==> config.mk <==
export PLATFORM = sky130hd
export DESIGN_NAME = soc_brom_loader
export DESIGN_NICKNAME = d
export VERILOG_FILES = /design/src/rtl/soc_brom_loader.sv
export SDC_FILE = /design/constraint.sdc
export NUM_CORES = 1
export LEC_CHECK = 0
export ABC_AREA = 1
export BUFFER_PORTS_ARGS = -buffer_cell sky130_fd_sc_hd__buf_4
export CORE_MARGIN = 2
export CORE_UTILIZATION = 45
export CTS_CLUSTER_DIAMETER = 50
export DETAILED_ROUTE_END_ITERATION = 10
export PLACE_DENSITY = 0.72
export SLEW_MARGIN = 40
export SYNTH_ARGS = -nofsm -noshare
export SYNTH_HDL_FRONTEND = slang
export SYNTH_SLANG_ARGS = --single-unit
==> constraint.sdc <==
create_clock -name i_clock -period 1.8 [get_ports i_clock]
set_input_delay 0.18 -clock i_clock [delete_from_list [all_inputs] [get_ports i_clock]]
set_output_delay 0.18 -clock i_clock [all_outputs]
set_load 0.02 [all_outputs]
==> src/rtl/soc_brom_loader.sv <==
// Boot-time copier: moves a block of 32-bit words from the boot ROM to RAM over request/ready.
// Define SOC_BROM_LOADER_CHECKSUM_EN to build a running sum of the words read on o_checksum.
module soc_brom_loader #(
  parameter int unsigned TIMEOUT = 255
) (
  input  logic        i_clock,
  input  logic        i_reset,
  input  logic        i_start,
  input  logic [31:0] i_src_address,
  input  logic [31:0] i_dst_address,
  input  logic [15:0] i_count,
  output logic        o_busy,
  output logic        o_done,
  output logic        o_error,
  output logic [31:0] o_checksum,
  output logic        o_rd_request,
  output logic [31:0] o_rd_address,
  input  logic [31:0] i_rd_rdata,
  input  logic        i_rd_ready,
  output logic        o_wr_request,
  output logic [31:0] o_wr_address,
  output logic [31:0] o_wr_wdata,
  input  logic        i_wr_ready
);

  localparam int unsigned ADDR_W     = 32;
  localparam int unsigned DATA_W     = 32;
  localparam int unsigned COUNT_W    = 16;
  localparam int unsigned WAIT_W     = (TIMEOUT > 1) ? $clog2(TIMEOUT) : 1;
  localparam int unsigned WAIT_LIMIT = (TIMEOUT == 0) ? 0 : TIMEOUT - 1;
  localparam logic [ADDR_W-1:0] WORD_BYTES = ADDR_W'(4);

  typedef enum logic [1:0] {
    ST_IDLE  = 2'd0,
    ST_READ  = 2'd1,
    ST_WRITE = 2'd2
  } state_t;

  state_t              state_q, state_d;
  logic                busy_d, done_d, error_d;
  logic                rd_req_d, wr_req_d;
  logic [ADDR_W-1:0]   rd_addr_d, wr_addr_d;
  logic [DATA_W-1:0]   wdata_d;
  logic [ADDR_W-1:0]   dst_q, dst_d;
  logic [COUNT_W-1:0]  remaining_q, remaining_d;
  logic [WAIT_W-1:0]   wait_q, wait_d;
  logic                timeout_hit_c;

`ifdef SOC_BROM_LOADER_CHECKSUM_EN
  logic [DATA_W-1:0]   sum_q, sum_d;
  assign o_checksum = sum_q;
`else
  assign o_checksum = '0;
`endif

  // A zero TIMEOUT disables the abort path entirely.
  assign timeout_hit_c = (TIMEOUT != 0) && (wait_q == WAIT_W'(WAIT_LIMIT));

  // Next-state and next-output logic.
  always_comb begin
    state_d     = state_q;
    busy_d      = o_busy;
    done_d      = 1'b0;
    error_d     = o_error;
    rd_req_d    = o_rd_request;
    rd_addr_d   = o_rd_address;
    wr_req_d    = o_wr_request;
    wr_addr_d   = o_wr_address;
    wdata_d     = o_wr_wdata;
    dst_d       = dst_q;
    remaining_d = remaining_q;
    wait_d      = wait_q;
`ifdef SOC_BROM_LOADER_CHECKSUM_EN
    sum_d       = sum_q;
`endif
    unique case (state_q)
      ST_IDLE: begin
        if (i_start) begin
          error_d = 1'b0;
          if (i_count == '0) begin
            done_d = 1'b1;
          end else begin
            busy_d      = 1'b1;
            rd_req_d    = 1'b1;
            rd_addr_d   = i_src_address;
            dst_d       = i_dst_address;
            remaining_d = i_count;
            wait_d      = '0;
`ifdef SOC_BROM_LOADER_CHECKSUM_EN
            sum_d       = '0;
`endif
            state_d     = ST_READ;
          end
        end
      end
      ST_READ: begin
        if (i_rd_ready) begin
          rd_req_d  = 1'b0;
          wdata_d   = i_rd_rdata;
          wr_req_d  = 1'b1;
          wr_addr_d = dst_q;
          wait_d    = '0;
`ifdef SOC_BROM_LOADER_CHECKSUM_EN
          sum_d     = sum_q + i_rd_rdata;
`endif
          state_d   = ST_WRITE;
        end else if (timeout_hit_c) begin
          rd_req_d = 1'b0;
          error_d  = 1'b1;
          done_d   = 1'b1;
          busy_d   = 1'b0;
          state_d  = ST_IDLE;
        end else begin
          wait_d = wait_q + WAIT_W'(1);
        end
      end
      ST_WRITE: begin
        if (i_wr_ready) begin
          wr_req_d    = 1'b0;
          rd_addr_d   = o_rd_address + WORD_BYTES;
          wr_addr_d   = o_wr_address + WORD_BYTES;
          dst_d       = dst_q + WORD_BYTES;
          remaining_d = remaining_q - COUNT_W'(1);
          if (remaining_q == COUNT_W'(1)) begin
            busy_d  = 1'b0;
            done_d  = 1'b1;
            state_d = ST_IDLE;
          end else begin
            rd_req_d = 1'b1;
            wait_d   = '0;
            state_d  = ST_READ;
          end
        end else if (timeout_hit_c) begin
          wr_req_d = 1'b0;
          error_d  = 1'b1;
          done_d   = 1'b1;
          busy_d   = 1'b0;
          state_d  = ST_IDLE;
        end else begin
          wait_d = wait_q + WAIT_W'(1);
        end
      end
      default: begin
        state_d = ST_IDLE;
      end
    endcase
  end

  // State and registered outputs.
  always_ff @(posedge i_clock) begin
    if (i_reset) begin
      state_q      <= ST_IDLE;
      o_busy       <= 1'b0;
      o_done       <= 1'b0;
      o_error      <= 1'b0;
      o_rd_request <= 1'b0;
      o_rd_address <= '0;
      o_wr_request <= 1'b0;
      o_wr_address <= '0;
      o_wr_wdata   <= '0;
      dst_q        <= '0;
      remaining_q  <= '0;
      wait_q       <= '0;
`ifdef SOC_BROM_LOADER_CHECKSUM_EN
      sum_q        <= '0;
`endif
    end else begin
      state_q      <= state_d;
      o_busy       <= busy_d;
      o_done       <= done_d;
      o_error      <= error_d;
      o_rd_request <= rd_req_d;
      o_rd_address <= rd_addr_d;
      o_wr_request <= wr_req_d;
      o_wr_address <= wr_addr_d;
      o_wr_wdata   <= wdata_d;
      dst_q        <= dst_d;
      remaining_q  <= remaining_d;
      wait_q       <= wait_d;
`ifdef SOC_BROM_LOADER_CHECKSUM_EN
      sum_q        <= sum_d;
`endif
    end
  end

endmodule

==> results.ini <==
[run_status]
status = complete, but fails checks
violations = setup timing

[logic_synthesis]
netlist_top_cells_area = dfxtp_1 (31%), nand2_1 (20%), nor2_1 (14%)
syn_avg_cell_area_um2 = 5.85
synth_top_cell_area_share_pct = 31.0
syn_inst = 1757
ys.warnings.count = 0
synth-seq-cells = 159
synth_seq_area_share_pct = 31.0
ys_async_sr_fraction_pct = 0
synth_edf_count = 0
netlist_area_um2 = 10300
ys_types = 38
synth-main-ff-cell = dfxtp_1
synth.largest_area_cell = dfxtp_1

[routing]
dr_wl_met3_um = 2950
ant_nets = 0
wl_met2_um = 16300
viasPerCell = 5.28
topRoutingLayerUsed = met4
drt_iter0_drc = 822
route.detailed.drc = 0
drt-met1-wl_um = 15900
num_vias = 12391
routed_wl_um = 35800
first_pass_iters = 6
detail_route.wl_per_cell_um = 15.2

[sta]
fin_crit_sh_pct = 101
period_minus_slack_ns = 1.82
fmax_ghz = 0.551
fin_setup_tns_ns = -0.0259
hold_violations = 0
drv_slew = 0
finalSetupViolCount = 2
timing.final.ws_setup_ns = -0.0164
worst_pin_slew_ns = 0.511
slew_headroom_pct = 65.9
grt_setup_unrepaired = yes
clock_skew_ns = 0.0154

[power]
p_leak_nw = 5.88
p_per_area_nw_per_um2 = 913
ir_drop_mv = 0.663
total_power_mw = 13.0

[clock_network]
cts_root_buf = clkbuf_16
cts.sinks = 159
cts.clk_slew.worst_paths_ns = 0.08
cts_made_buffers = 17
clockBufferDepth = 2
cts_tree = done
clk_latency_ns = 0.44
h-tree-depth = 4

[place]
port_buffers = 217
dp_hpwl_um = 24800
place_congestion = 0.951

[finish]
syn2layout_area_growth_pct = 38.3
final_util_pct = 63.2
drive_above_1_share_pct = 22.2
antenna_cells = 0
nets = 2178

[floorplanning]
ioPinCount = 250
die_y_um = 155
dieArea_um2 = 24100
start_util_pct = 45.7
die-width_um = 155
core_area_um2 = 22500
fp-row-count = 55

[worst_setup_path]
crit_path_end_kind = flip-flop
critPathLaunchType = flip-flop
cp_max_fo = 6
cp_data_arrival_time_ns = 2.18
setup.worst_path.class = flip-flop to flip-flop
crit_required_ns = 2.16

[grt]
antenna_found_initial = 0
grt_pass1_vias = 11661
grt.overflow.total = 0
grt_use_total_pct = 28.7
grt_max_degree = 86
grt_pass1_wl_um = 56500

[flow_run]
drv_cap = 0

[min_path]
min_path_type = input pin to flip-flop

final timing paths:
kind / startpoint / end / slack, ns / cells past startpoint
setup / recovery: state_q[1] / o_rd_address[17] / -0.02 / 13
setup reg to reg: state_q[1] / o_rd_address[17] / -0.02 / 13
hold reg to reg: dst_q[0] / o_wr_address[0] / 0.45 / 2
hold / removal: i_rd_rdata[31] / o_wr_wdata[31] / 0.01 / 3
per-layer routing:
layer	track usage, %	vias to the layer above
met5	0	-
met4	8.42	0
met3	5.63	57
met2	46.3	507
met1	39.0	5647
li1	-	6180
kinds of logic (layout without fill, tap and decap cells):
logic type | count (synthesis) | after routing | share of synthesized area [%]
AO/OA/AOI/OAI | 271 | 271 | 13.9
XOR/XNOR | 11 | 11 | 0.938
adder cells (fa/ha/maj) | 11 | 11 | 1.34
buffers and inverters | 216 | 491 | 9.83
flip-flops | 159 | 159 | 31.0
other | 1 | 32 | 0.0365
AND/OR/NAND/NOR | 1088 | 1088 | 43.0
power by group:
group / total, mW / switching, mW / internal [mW]
registers: 4.53 / 0.550 / 3.98
logic: 4.63 / 2.56 / 2.06
clock network: 3.82 / 1.90 / 1.91
synth_stat cells (2+ instances only):
cell / instances
nand2_1: 538
nor2_1: 373
dfxtp_1: 159
a21oi_1: 123
nand3_1: 121
o21ai_0: 114
inv_1: 104
buf_4: 40
clkbuf_1: 39
nand3b_1: 28
buf_2: 15
nand4_1: 13
ha_1: 11
xor2_1: 10
a211oi_1: 8
buf_1: 8
a31oi_1: 7
nor3_1: 5
o22ai_1: 5
buf_6: 4
clkinv_1: 3
inv_2: 3
o211ai_1: 3
o31ai_1: 3
or2_2: 3
a21o_1: 2
nand3_2: 2
nor2_2: 2
o21ai_1: 2
registers in the layout, summed over array words and instances, names as in the netlist:
register / cells
remaining_q: 16
o_done: 1
o_wr_wdata: 32
o_busy: 1
dst_q: 32
o_wr_address: 32
o_rd_request: 1
o_rd_address: 32
o_error: 1
state_q: 2
o_wr_request: 1
wait_q: 8
cells in the final DEF (no fill, tap or decap), drive strengths merged, types with 2 or more instances in the layout:
master       instances
clkbuf              19
nand3              123
nand3b              28
nor3                 5
xor2                10
o211ai               3
o31ai                3
nand2              538
nor2               375
o21ai              116
dlygate4sd3         23
a21o                 2
buf                324
inv                114
a31oi                7
o22ai                5
nand4               14
clkinv              10
or2                  4
a211oi               8
a21oi              124
ha                  11
conb                32
dfxtp              159
stage by stage:
step	hold slack, ns	setup slack [ns]	instance area [µm²]	cells
6_report	0.0103	-0.0164	14200	2348
5_1_grt	0.0169	-0.103	14200	2348
4_1_cts	0.00272	-0.0355	13800	2344
3_5_place_dp	0.436	-0.142	12700	2272
3_3_place_gp	0.430	-0.0398	12700	2272
2_1_floorplan	0.327	0.0104	10400	1788
critical path, cell delays in order (launching register included):
cell	delay, ns
dfxtp_4	0.37
inv_4	0.07
ha_4	0.15
inv_4	0.04
nor2_4	0.09
nand3_4	0.08
nor2_4	0.11
nand2_2	0.09
nand3_4	0.14
buf_12	0.15
buf_12	0.13
clkbuf_16	0.16
nand2_1	0.06
a21oi_1	0.12
layout make-up:
type / count / area, µm²
clock buffer: 17 / 425
inverter: 110 / 429
tap: 285 / 357
clock inverter: 15 / 204
multi-input combinational: 1413 / 6510
timing repair buffer: 349 / 3090
fill: 2081 / 8290
sequential: 159 / 3200
timing repair:
| item | 4_1_cts | 5_1_grt |
|---|---|---|
| setup buffers | 13 | 4 |
| pin swaps | 12 | 37 |
| hold buffers | 23 | 0 |
| gates resized for setup | 40 | 116 |
| endpoints found under the hold margin | 23 | 0 |
| setup endpoints to repair | 102 | 150 |
| cloned | 4 | 2 |
No activity file was read; power rests on OpenSTA's default activity.
